## src/rtl/slave_mem_reader_if.sv

```systemverilog
// Slave memory port seen by the reader: read/write strobes, address, size and
// the returned data with its valid flag.
interface slave_mem_reader_if #(
  parameter int ADDR_W = 14,
  parameter int DATA_W = 16,
  parameter int SIZE_W = 8
);
  logic              S_oe_ram;
  logic              S_we_ram;
  logic [ADDR_W-1:0] S_addr_ram;
  logic [DATA_W-1:0] S_Wdata_ram;
  logic [SIZE_W-1:0] S_data_ram_size;
  logic [DATA_W-1:0] Sout_Rdata_ram;
  logic              Sout_DataRdy;

  modport master (
    output S_oe_ram, S_we_ram, S_addr_ram, S_Wdata_ram, S_data_ram_size,
    input  Sout_Rdata_ram, Sout_DataRdy
  );

  modport slave (
    input  S_oe_ram, S_we_ram, S_addr_ram, S_Wdata_ram, S_data_ram_size,
    output Sout_Rdata_ram, Sout_DataRdy
  );
endinterface

```

## src/rtl/slave_mem_reader.sv

```systemverilog
// Dumps a block of words from a slave memory port onto a valid/ready stream,
// one read strobe per word, with a per-read response timeout.
//
// state  | meaning
// IDLE   | waiting for start
// ISSUE  | read strobe driven for one cycle
// WAIT   | waiting for Sout_DataRdy, timeout counter running
// OUT    | captured word offered on the stream
// FINISH | one-cycle done pulse
module slave_mem_reader #(
  parameter int ADDR_W  = 14,
  parameter int DATA_W  = 16,
  parameter int SIZE_W  = 8,
  parameter int TIMEOUT = 64
) (
  input  logic                clk,
  input  logic                rst_n,
  slave_mem_reader_if.master  mem,
  input  logic                start_i,
  input  logic [ADDR_W-1:0]   base_addr_i,
  input  logic [15:0]         num_words_i,
  input  logic [SIZE_W-1:0]   word_bits_i,
  output logic [DATA_W-1:0]   out_data_o,
  output logic                out_valid_o,
  input  logic                out_ready_i,
  output logic                busy_o,
  output logic                done_o,
  output logic                error_o
);
  localparam int TMR_W = $clog2(TIMEOUT + 1);

  typedef enum logic [2:0] {IDLE, ISSUE, WAIT, OUT, FINISH} state_t;

  state_t             state_q, state_d;
  logic [ADDR_W-1:0]  addr_q, addr_d;
  logic [15:0]        count_q, count_d;
  logic [SIZE_W-1:0]  size_q, size_d;
  logic [TMR_W-1:0]   tmr_q, tmr_d;
  logic [DATA_W-1:0]  data_q, data_d;
  logic               error_q, error_d;
  logic [DATA_W-1:0]  rd_mask;
  logic [ADDR_W-1:0]  addr_step;

  always_comb begin
    rd_mask = '0;
    for (int i = 0; i < DATA_W; i++) begin
      rd_mask[i] = (i < int'(size_q));
    end
  end

  assign addr_step = ADDR_W'(size_q >> 3);

  always_ff @(posedge clk or negedge rst_n) begin
    if (!rst_n) begin
      state_q <= IDLE;
      addr_q  <= '0;
      count_q <= '0;
      size_q  <= '0;
      tmr_q   <= '0;
      data_q  <= '0;
      error_q <= 1'b0;
    end else begin
      state_q <= state_d;
      addr_q  <= addr_d;
      count_q <= count_d;
      size_q  <= size_d;
      tmr_q   <= tmr_d;
      data_q  <= data_d;
      error_q <= error_d;
    end
  end

  always_comb begin
    state_d = state_q;
    addr_d  = addr_q;
    count_d = count_q;
    size_d  = size_q;
    tmr_d   = tmr_q;
    data_d  = data_q;
    error_d = 1'b0;
    case (state_q)
      IDLE: begin
        // error_q high means this IDLE cycle carries the timeout pulse
        if (start_i && !error_q) begin
          addr_d  = base_addr_i;
          count_d = num_words_i;
          size_d  = word_bits_i;
          state_d = (num_words_i == 16'd0) ? FINISH : ISSUE;
        end
      end
      ISSUE: begin
        tmr_d   = TMR_W'(TIMEOUT - 1);
        state_d = WAIT;
      end
      WAIT: begin
        if (mem.Sout_DataRdy) begin
          data_d  = mem.Sout_Rdata_ram & rd_mask;
          state_d = OUT;
        end else if (tmr_q == '0) begin
          error_d = 1'b1;
          state_d = IDLE;
        end else begin
          tmr_d = tmr_q - 1'b1;
        end
      end
      OUT: begin
        if (out_ready_i) begin
          addr_d  = addr_q + addr_step;
          count_d = count_q - 16'd1;
          state_d = (count_q == 16'd1) ? FINISH : ISSUE;
        end
      end
      FINISH:  state_d = IDLE;
      default: state_d = IDLE;
    endcase
  end

  assign mem.S_oe_ram        = (state_q == ISSUE);
  assign mem.S_addr_ram      = (state_q == ISSUE || state_q == WAIT) ? addr_q : '0;
  assign mem.S_data_ram_size = (state_q == ISSUE || state_q == WAIT) ? size_q : '0;
  assign mem.S_we_ram        = 1'b0;
  assign mem.S_Wdata_ram     = '0;

  assign out_valid_o = (state_q == OUT);
  assign out_data_o  = data_q;
  assign busy_o      = (state_q == ISSUE) || (state_q == WAIT) || (state_q == OUT);
  assign done_o      = (state_q == FINISH);
  assign error_o     = error_q;
endmodule
```

## src/flat_wrapper.sv

```systemverilog
// flat-port wrapper written by rule: the top's interface ports become plain ports
module slave_mem_reader_flat 
#(
  parameter int ADDR_W  = 14,
  parameter int DATA_W  = 16,
  parameter int SIZE_W  = 8,
  parameter int TIMEOUT = 64
)
  (clk, rst_n, start_i, base_addr_i, num_words_i, word_bits_i, out_data_o, out_valid_o, out_ready_i, busy_o, done_o, error_o, mem_S_oe_ram, mem_S_we_ram, mem_S_addr_ram, mem_S_Wdata_ram, mem_S_data_ram_size, mem_Sout_Rdata_ram, mem_Sout_DataRdy);
  slave_mem_reader_if #(.ADDR_W(ADDR_W), .DATA_W(DATA_W), .SIZE_W(SIZE_W)) mem_i ();
  input  logic clk;
  input  logic rst_n;
  input  logic start_i;
  input  logic [ADDR_W-1:0] base_addr_i;
  input  logic [15:0] num_words_i;
  input  logic [SIZE_W-1:0] word_bits_i;
  output logic [DATA_W-1:0] out_data_o;
  output logic out_valid_o;
  input  logic out_ready_i;
  output logic busy_o;
  output logic done_o;
  output logic error_o;
  output wire logic [$bits(mem_i.S_oe_ram)-1:0] mem_S_oe_ram;
  output wire logic [$bits(mem_i.S_we_ram)-1:0] mem_S_we_ram;
  output wire logic [$bits(mem_i.S_addr_ram)-1:0] mem_S_addr_ram;
  output wire logic [$bits(mem_i.S_Wdata_ram)-1:0] mem_S_Wdata_ram;
  output wire logic [$bits(mem_i.S_data_ram_size)-1:0] mem_S_data_ram_size;
  input wire logic [$bits(mem_i.Sout_Rdata_ram)-1:0] mem_Sout_Rdata_ram;
  input wire logic [$bits(mem_i.Sout_DataRdy)-1:0] mem_Sout_DataRdy;
  assign mem_S_oe_ram = mem_i.S_oe_ram;
  assign mem_S_we_ram = mem_i.S_we_ram;
  assign mem_S_addr_ram = mem_i.S_addr_ram;
  assign mem_S_Wdata_ram = mem_i.S_Wdata_ram;
  assign mem_S_data_ram_size = mem_i.S_data_ram_size;
  assign mem_i.Sout_Rdata_ram = mem_Sout_Rdata_ram;
  assign mem_i.Sout_DataRdy = mem_Sout_DataRdy;
  slave_mem_reader #(.ADDR_W(ADDR_W), .DATA_W(DATA_W), .SIZE_W(SIZE_W), .TIMEOUT(TIMEOUT)) u_core (.clk(clk), .rst_n(rst_n), .mem(mem_i), .start_i(start_i), .base_addr_i(base_addr_i), .num_words_i(num_words_i), .word_bits_i(word_bits_i), .out_data_o(out_data_o), .out_valid_o(out_valid_o), .out_ready_i(out_ready_i), .busy_o(busy_o), .done_o(done_o), .error_o(error_o));
endmodule
```

## config.mk

```make
export PLATFORM = sky130hd
export DESIGN_NAME = slave_mem_reader_flat
export DESIGN_NICKNAME = d
export VERILOG_FILES = /design/src/rtl/slave_mem_reader_if.sv /design/src/rtl/slave_mem_reader.sv /design/src/flat_wrapper.sv
export SDC_FILE = /design/constraint.sdc
export NUM_CORES = 1
export LEC_CHECK = 0
export CAP_MARGIN = 20
export CORE_MARGIN = 5
export CORE_UTILIZATION = 30
export CTS_BUF_LIST = sky130_fd_sc_hd__clkbuf_4 sky130_fd_sc_hd__clkbuf_8
export DETAILED_ROUTE_END_ITERATION = 8
export PLACE_DENSITY = 0.62
export REMOVE_ABC_BUFFERS = 1
export SETUP_SLACK_MARGIN = 0.15
export SLEW_MARGIN = 20
export SYNTH_ARGS = -nofsm -noshare
export SYNTH_HDL_FRONTEND = slang
export SYNTH_SLANG_ARGS = --single-unit
```

## constraint.sdc

```tcl
create_clock -name clk -period 1.98 [get_ports clk]
set_clock_uncertainty 0.15 [all_clocks]
set_input_delay 0.396 -clock clk [delete_from_list [all_inputs] [get_ports clk]]
set_output_delay 0.396 -clock clk [all_outputs]
set_load 0.03 [all_outputs]
```

==> results.md, run 1 <==
- Setup tns final: -10.51 ns
- Critical path start-end classification: flip-flop to output pin
- Die area: 0.01649 mm²
- Violations in the final reports: negative setup slack
- Share of final-layout standard cells stronger than drive strength 1: 35.36%
- H-Tree Level Count: 3
- Worst reg2reg endpoint: u_core.addr_q[5]$_DFFE_PN0P_
- Hold violation count in the final report: 0
- Switching Share: 43.36%
- Run status: complete, but fails checks
- Number of nets in the finished design: 740
- Clock tree from TritonCTS: yes
- Cells along the critical path: buf_6, nand2b_4, a21oi_4, buf_6, and2_4, buf_6
- Setup slack at placement: -0.5710 ns
- Mean cell area of the mapped netlist: 8.727 µm²
- Overall Global Routing Usage: 16.10%
- First-pass GRT wire length: 21590 µm
- Slack of the worst reg-to-reg path: -0.23 ns
- Number of global-route vias before repair: 4298
- Combined area of all synthesized cells: 0.004207 mm²
- Largest net degree at the start of global routing: 66
- Clock transition time at the flip-flop clock pins of the worst setup and hold paths: 0.08 ns
- Net load switching power: 5.455 mW
- Tmin final: 2.247 ns
- EDFF count, synth: 0
- Critical Path Max Stage Delay: 0.44 ns
- Static power due to leakage: 3.091 nW
- Number of endpoints failing setup at the final stage: 63
- Number of detailed-routing iterations run before antenna repair: 5
- Total congestion overflow after global routing: 0
- Setup crit start: u_core.state_q[0]$_DFFE_PN0P_
- Worst slew margin relative to its limit: 59.26%
- Min setup slack post-route: -0.2666 ns
- Transition time at the pin with the least slew margin: 0.6035 ns
- Cells after Synth: 482
- HPWL after detailed placement: 9544 µm
- Proportion of power drawn by flip-flops and latches: 20.5%
- Remaining antenna violation count after routing: 0
- Final Max Slew Viols: 0
- Clock latency on the worst-skew pair: 0.36 ns
- Placeable core area: 0.01383 mm²
- Commonest register cell after synthesis: sky130_fd_sc_hd__dfrtp_1
- Cell repeated most along the worst path: sky130_fd_sc_hd__buf_6
- Core utilization of the finished layout: 51.06%
- Worst hold-check path type: primary input to flip-flop
- Avg Vias per Cell: 5.282
- Sequential element share of the synthesized area: 38.67%
- Initial standard-cell utilization of the core: 30.42%
- CTS sink cnt: 65
- Setup repair after global routing missed its margin: yes
- Number of DRC violations after detailed-routing iteration 0: 295
- Ant. Diodes: 0
- Number of input and output port buffers inserted: 101
- Number of cells on the worst reg-to-reg path: 7
- Peak supply drop: 0.5605 mV
- Slowest cell on the critical path: sky130_fd_sc_hd__dfrtp_1
- CTS root buf: sky130_fd_sc_hd__clkbuf_8
- Ratio of final minimum period to clock period: 113.5%
- Die Ht: 128.4 µm
- Average wire per cell in the routed design: 17.02 µm
- CP max FO: 8
- Hold Crit Depth: 3
- Worst path arrival time: 1.70 ns
- Layout overhead on the synthesized area: 67.85%
- Synth cell types: 68
- Critical path endpoint category: output pin
- Endpoint, Worst Hold: u_core.count_q[0]$_DFFE_PN0P_
- Number of standard-cell rows in the floorplan: 43
- Register bit total from synthesis: 65
- Design internal power: 7.125 mW
- Area of the multi-input gates: 0.002711 mm²
- Yosys warning total: 0
- Critical path data required time: 1.43 ns
- Routed WL: 14570 µm
- Number of fill cells: 1247
- Fraction of registers with async set/reset: 100.0%
- I/O pin cnt: 119
- Initial antenna violation count: 0
- Combinational share of power: 68.0%
- Crit Reg-Reg Startpoint: u_core.state_q[1]$_DFFE_PN0P_
- Register cell area after layout: 0.001627 mm²
- Tot Pwr: 12.58 mW
- Power per Cell Area: 1782 mW/mm²
- Max Root-Sink Buffers: 2
- Post-route DRC violation count: 0
- Peak Freq: 445.1 MHz
- Final hold slack: 0.2397 ns
- Setup crit start kind: flip-flop
- Final weighted congestion in routability-driven placement: 0.8344
- Max-cap check violation count: 0
- Clk network pwr share: 11.5%
- X dimension of the die: 128.4 µm
- Number of clock buffers inserted by TritonCTS: 9
- Via count: 4521
- Hold Path Origin: num_words_i[0]
==> layout by cell type (no fill, tap or decap), types with 4 or more instances in the layout <==
master                            netlist  layout
sky130_fd_sc_hd__buf_4                 18      70
sky130_fd_sc_hd__dfrtp_1               65      65
sky130_fd_sc_hd__clkdlybuf4s50_1        0      53
sky130_fd_sc_hd__nand2_1               50      49
sky130_fd_sc_hd__buf_6                  0      41
sky130_fd_sc_hd__nor2_1                30      29
sky130_fd_sc_hd__and2_4                 0      22
sky130_fd_sc_hd__conb_1                 1      17
sky130_fd_sc_hd__a21oi_1               20      16
sky130_fd_sc_hd__dlygate4sd2_1          0      16
sky130_fd_sc_hd__nand4_1               15      15
sky130_fd_sc_hd__nand3_1               17      15
sky130_fd_sc_hd__buf_12                 0      14
sky130_fd_sc_hd__o21ai_0               19      13
sky130_fd_sc_hd__o21ai_1               15      12
sky130_fd_sc_hd__inv_1                 13      12
sky130_fd_sc_hd__clkbuf_8               0      10
sky130_fd_sc_hd__or3_1                  9       8
sky130_fd_sc_hd__ha_1                   9       8
sky130_fd_sc_hd__a2bb2oi_1              8       7
sky130_fd_sc_hd__nor4_1                14       7
sky130_fd_sc_hd__o21ai_2                0       7
sky130_fd_sc_hd__nor4_2                 0       7
sky130_fd_sc_hd__o22ai_1                6       6
sky130_fd_sc_hd__a31oi_1                6       6
sky130_fd_sc_hd__mux2_4                 0       6
sky130_fd_sc_hd__and2_1                27       5
sky130_fd_sc_hd__mux2i_1                6       5
sky130_fd_sc_hd__nand3b_1               5       5
sky130_fd_sc_hd__o31a_1                 5       5
sky130_fd_sc_hd__clkbuf_16              0       5
sky130_fd_sc_hd__and3_1                 4       4
sky130_fd_sc_hd__a211oi_2               0       4
sky130_fd_sc_hd__a211oi_1               9       4
sky130_fd_sc_hd__dlymetal6s2s_1         0       4
==> critical path, delay by kind of cell (launching register included) <==
family                 cells  cell delay [ns]
AND/OR/NAND/NOR            2             0.22
buffers and inverters      3             0.48
AO/OA/AOI/OAI              1             0.21
flip-flops                 1             0.44
==> kinds of logic (layout without fill, tap and decap cells) <==
family,after synthesis,count (layout),synth area share (%)
compound gates,126,126,20.29
xor+xnor,1,1,0.2082
fa+ha+maj,10,10,3.153
buf+inv,60,238,7.198
flops,65,65,38.67
mux,15,15,3.837
other cells,1,17,0.08915
simple gates,204,204,26.56
==> sequential cells by signal, summed over array words and instances, names as in the netlist <==
signal	count
u_core.addr_q	14
u_core.count_q	16
u_core.error_o	1
u_core.out_data_o	16
u_core.size_q	8
u_core.state_q	3
u_core.tmr_q	7
==> per-stage QoR <==
step / std cells / area (µm²)
after global routing: 856 / 7061
after CTS: 835 / 6456
after detailed placement: 801 / 5866
final: 856 / 7061
after floorplan: 451 / 4013
after global placement: 801 / 5866
==> synth_stat cells (4+ instances only) <==
master	number	share of area, %
sky130_fd_sc_hd__and3_1	4	0.59
sky130_fd_sc_hd__a2bb2oi_1	8	1.7
sky130_fd_sc_hd__a211oi_1	9	1.6
sky130_fd_sc_hd__buf_4	18	3.2
sky130_fd_sc_hd__nor2_1	30	2.7
sky130_fd_sc_hd__or3_1	9	1.3
sky130_fd_sc_hd__mux2_2	8	2.1
sky130_fd_sc_hd__a21oi_1	20	2.4
sky130_fd_sc_hd__dfrtp_1	65	39
sky130_fd_sc_hd__nand3b_1	5	0.89
sky130_fd_sc_hd__nand2_1	50	4.5
sky130_fd_sc_hd__nor3_1	7	0.83
sky130_fd_sc_hd__o21ai_0	19	2.3
sky130_fd_sc_hd__nand3_1	17	2.0
sky130_fd_sc_hd__ha_1	9	2.7
sky130_fd_sc_hd__nand4_1	15	2.2
sky130_fd_sc_hd__and2_1	27	4.0
sky130_fd_sc_hd__clkbuf_1	20	1.8
sky130_fd_sc_hd__a21o_1	4	0.71
sky130_fd_sc_hd__nor4_1	14	2.1
sky130_fd_sc_hd__a31oi_1	6	0.89
sky130_fd_sc_hd__a2111oi_0	5	1.0
sky130_fd_sc_hd__o21bai_1	4	0.71
sky130_fd_sc_hd__buf_2	8	0.95
sky130_fd_sc_hd__o22ai_1	6	0.89
sky130_fd_sc_hd__o31a_1	5	1.0
sky130_fd_sc_hd__mux2i_1	6	1.4
sky130_fd_sc_hd__o21ai_1	15	1.8
sky130_fd_sc_hd__nand2b_1	6	0.89
sky130_fd_sc_hd__inv_1	13	1.2
==> layer usage <==
metal / up-vias / part of all wire [%] / global-route usage, %
met5: - / 0 / 0
met1: 2233 / 43 / 20.57
met3: 19 / 5.8 / 3.279
met4: 0 / 1.6 / 4.744
met2: 146 / 50 / 27.52
li1: 2123 / - / -
==> timing repair <==
| item | CTS | global route |
|---|---|---|
| cloned | 2 | 5 |
| buffers inserted | 15 | 16 |
| setup endpoints to repair | 84 | 80 |
| hold buffers | 1 | 0 |
| pin swaps | 9 | 35 |
| hold endpoints to repair | 65 | 0 |
| resized for setup | 83 | 86 |
==> worst max-delay path by stage <==
stage | end | slack [ns]
2_1_floorplan | u_core.count_q[10]$_DFFE_PN0P_ | -1.17
3_3_place_gp | u_core.addr_q[7]$_DFFE_PN0P_ | -0.52
3_5_place_dp | u_core.addr_q[13]$_DFFE_PN0P_ | -0.57
4_1_cts | mem_S_data_ram_size[0] | -0.29
5_1_grt | mem_S_data_ram_size[0] | -0.34
6_report | mem_S_data_ram_size[0] | -0.27
==> power by group through the flow <==
stage	Clock, mW	Combinational, mW	Sequential, mW
final	1.44	8.56	2.58
after global placement	0	6.43	2.49
after CTS	1.47	7.34	2.51
after floorplan	0	3.36	2.74
after global routing	1.52	9.13	2.67
after detailed placement	0	6.57	2.51
==> area by class of cell <==
class / count / area share, %
Tap cell: 180 / 3.190
Sequential cell: 65 / 23.04
Clock inverter: 5 / 1.453
Inverter: 13 / 0.6911
Timing Repair Buffer: 209 / 31.17
Clock buffer: 11 / 2.056
Multi-Input combinational cell: 373 / 38.40
Power figures use the tool's default switching activity.
==> run 2, diff against run 1 <==
Settings changed: SKIP_CTS_REPAIR_TIMING set to 1.
==> results.md, run 2 (same netlist as run 1, synthesis figures left out) <==
- CTS root buf: sky130_fd_sc_hd__clkbuf_8 (unchanged)
- Share of final-layout standard cells stronger than drive strength 1: 33.38% (was 35.36%)
- Uppermost layer routed: met4 (unchanged)
- Clock tree from TritonCTS: yes (unchanged)
- Clock transition time at the flip-flop clock pins of the worst setup and hold paths: 0.08 ns (about the same)
- Cell repeated most along the worst path: sky130_fd_sc_hd__buf_6 (unchanged)
- CTS sink cnt: 65 (unchanged)
- Hold violation count in the final report: 0 (unchanged)
- Worst path arrival time: 1.73 ns (was 1.70 ns)
- Worst reg2reg endpoint: u_core.addr_q[5]$_DFFE_PN0P_ (unchanged)
- Final Max Slew Viols: 0 (unchanged)
- Die area: 0.01649 mm² (unchanged)
- Number of global-route vias before repair: 4125 (was 4298)
- Met3 Routed Length: 788 µm (was 840 µm)
- Clock latency on the worst-skew pair: 0.35 ns (was 0.36 ns)
- Via count: 4413 (was 4521)
- Critical path endpoint category: output pin (unchanged)
- Run status: complete, but fails checks (unchanged)
- Buffering stage count on the worst path with inverters included: 3 (unchanged)
- Register cell area after layout: 0.001628 mm² (was 0.001627 mm²)
- Avg Vias per Cell: 5.241 (was 5.282)
- Tot Pwr: 12.10 mW (was 12.58 mW)
- Static power due to leakage: 3.097 nW (was 3.091 nW)
- Area of the multi-input gates: 0.002689 mm² (was 0.002711 mm²)
- Number of cells on the worst reg-to-reg path: 6 (was 7)
- Number of input and output port buffers inserted: 101 (unchanged)
- Number of standard cells in the final layout excluding fillers: 842 (was 856)
- Ant. Diodes: 0 (unchanged)
- Number of nets in the finished design: 726 (was 740)
- Peak supply drop: 0.5510 mV (was 0.5605 mV)
- Setup repair after global routing missed its margin: yes (unchanged)
- Tmin final: 2.277 ns (was 2.247 ns)
- Post-route DRC violation count: 0 (unchanged)
- Critical path data required time: 1.43 ns (about the same)
- CP max FO: 8 (unchanged)
- Critical path start-end classification: flip-flop to output pin (unchanged)
- Number of clock buffers inserted by TritonCTS: 9 (unchanged)
- Remaining antenna violation count after routing: 0 (unchanged)
- Max-cap check violation count: 0 (unchanged)
- Number of standard-cell rows in the floorplan: 43 (unchanged)
- I/O pin cnt: 119 (unchanged)
- Placed Instances: 801 (unchanged)
- Number of fill cells: 1279 (was 1247)
- Die Ht: 128.4 µm (unchanged)
- Min setup slack post-route: -0.2967 ns (was -0.2666 ns)
- Power per Cell Area: 1770 mW/mm² (was 1782 mW/mm²)
- Number of detailed-routing iterations run before antenna repair: 7 (was 5)
- Depth of the critical timing path with buffers and inverters included: 6 (unchanged)
- Destination of the critical timing path: mem_S_data_ram_size[0] (unchanged)
- Slowest cell on the critical path: sky130_fd_sc_hd__dfrtp_1 (unchanged)
- Routed WL: 13820 µm (was 14570 µm)
- Overall Global Routing Usage: 15.22% (was 16.10%)
- Number of DRC violations after detailed-routing iteration 0: 325 (was 295)
- Setup slack at placement: -0.5710 ns (unchanged)
- Worst hold-check path type: primary input to flip-flop (unchanged)
- Wl on met1: 5973 µm (was 6206 µm)
- Most used cells in the layout excluding fill and tap cells: sky130_fd_sc_hd__buf_4 (74), sky130_fd_sc_hd__dfrtp_1 (64), sky130_fd_sc_hd__clkdlybuf4s50_1 (55) (was sky130_fd_sc_hd__buf_4 (70), sky130_fd_sc_hd__dfrtp_1 (65), sky130_fd_sc_hd__clkdlybuf4s50_1 (53))
- Summed area of non-filler cells in the final layout: 0.006835 mm² (was 0.007061 mm²)
- H-Tree Level Count: 3 (unchanged)
- Placeable core area: 0.01383 mm² (unchanged)
- Setup crit start kind: flip-flop (unchanged)
- Critical Path Max Stage Delay: 0.40 ns (was 0.44 ns)
- Crit Reg-Reg Startpoint: u_core.state_q[0]$_DFFE_PN0P_ (was u_core.state_q[1]$_DFFE_PN0P_)
- Total congestion overflow after global routing: 0 (unchanged)
- Average wire per cell in the routed design: 16.41 µm (was 17.02 µm)
- Peak Freq: 439.2 MHz (was 445.1 MHz)
- Slack of the worst reg-to-reg path: -0.15 ns (was -0.23 ns)
- Most common cell after layout, fill and taps aside: sky130_fd_sc_hd__buf_4 (unchanged)
- Max Root-Sink Buffers: 2 (unchanged)
- Largest net degree at the start of global routing: 66 (unchanged)
- Post-Place Cell Area: 0.005866 mm² (unchanged)
- HPWL after detailed placement: 9544 µm (unchanged)
- Number of endpoints failing setup at the final stage: 55 (was 63)
- Ratio of final minimum period to clock period: 115.0% (was 113.5%)
- X dimension of the die: 128.4 µm (unchanged)
- Met2 wire length: 6896 µm (was 7293 µm)
- Kind of cell adding the most delay to the critical path: buffers and inverters (unchanged)
- Final weighted congestion in routability-driven placement: 0.8344 (unchanged)
- Setup crit start: u_core.state_q[1]$_DFFE_PN0P_ (was u_core.state_q[0]$_DFFE_PN0P_)
- Layout overhead on the synthesized area: 62.49% (was 67.85%)
- Initial standard-cell utilization of the core: 30.42% (unchanged)
- Initial antenna violation count: 0 (unchanged)
- Cells along the critical path: buf_6, nand2b_4, a21oi_4, buf_6, and2_4, buf_6 (unchanged)
- First-pass GRT wire length: 20480 µm (was 21590 µm)
- Violations in the final reports: negative setup slack (unchanged)
[run 2: cell count changes in the layout (fill, tap and decap cells not counted), moves of 4 or more]
cell / previous run / this run
sky130_fd_sc_hd__dlygate4sd2_1: 16 / 0
sky130_fd_sc_hd__a211oi_1: 4 / 0
sky130_fd_sc_hd__a211oi_2: 4 / 8
sky130_fd_sc_hd__o21ai_2: 7 / 2
sky130_fd_sc_hd__o21ai_1: 12 / 19
sky130_fd_sc_hd__buf_6: 41 / 30
sky130_fd_sc_hd__buf_4: 70 / 74
sky130_fd_sc_hd__dlymetal6s2s_1: 4 / 19
sky130_fd_sc_hd__clkbuf_16: 5 / 1
[run 2: how the worst min path moves through the flow]
stage,endpoint,cells past startpoint,start,slack [ns]
floorplan,u_core.addr_q[0]$_DFFE_PN0P_,0,rst_n,-0.05
detailed placement,u_core.tmr_q[6]$_DFFE_PN0P_,2,rst_n,0.30
finish,u_core.count_q[0]$_DFFE_PN0P_,3,num_words_i[0],0.23
CTS,u_core.tmr_q[6]$_DFFE_PN0P_,2,rst_n,-0.09
global placement,u_core.tmr_q[2]$_DFFE_PN0P_,2,rst_n,0.30
global route,u_core.count_q[0]$_DFFE_PN0P_,3,num_words_i[0],0.25
[run 2: through the flow]
step | utilization (%) | TNS, ns | hold WS [ns]
global placement | 42.42 | -15.20 | 0.3021
global route | 49.43 | -13.27 | 0.2518
floorplan | - | -35.92 | -0.04959
CTS | 44.21 | -12.98 | -0.08906
finish | 49.43 | -9.098 | 0.2346
detailed placement | 42.42 | -16.40 | 0.3004
[run 2: power breakdown]
| group | internal (mW) | switching [mW] |
|---|---|---|
| combinational | 4.01 | 4.08 |
| sequential | 1.92 | 0.644 |
| clock | 0.884 | 0.562 |
| total | 6.81 | 5.29 |
[run 2: layer usage]
layer,vias to the layer above,GRT usage (%)
met1,2164,20.06
met3,15,3.528
met4,0,4.245
li1,2098,-
met5,-,0
met2,136,25.10
[run 2: area by class of cell]
cell class | instances | area share (%)
Sequential cell | 65 | 23.81
Tap cell | 180 | 3.295
Timing Repair Buffer | 195 | 29.21
Inverter | 13 | 0.7139
Multi-Input combinational cell | 373 | 39.34
Clock inverter | 5 | 1.501
Clock buffer | 11 | 2.123
[run 2: worst reg2reg max path: cells and delay by family, from the launching register on]
family | cells | cell delay, ns
mux | 1 | 0.22
compound gates | 1 | 0.18
flops | 1 | 0.42
simple gates | 2 | 0.68
buf+inv | 2 | 0.36
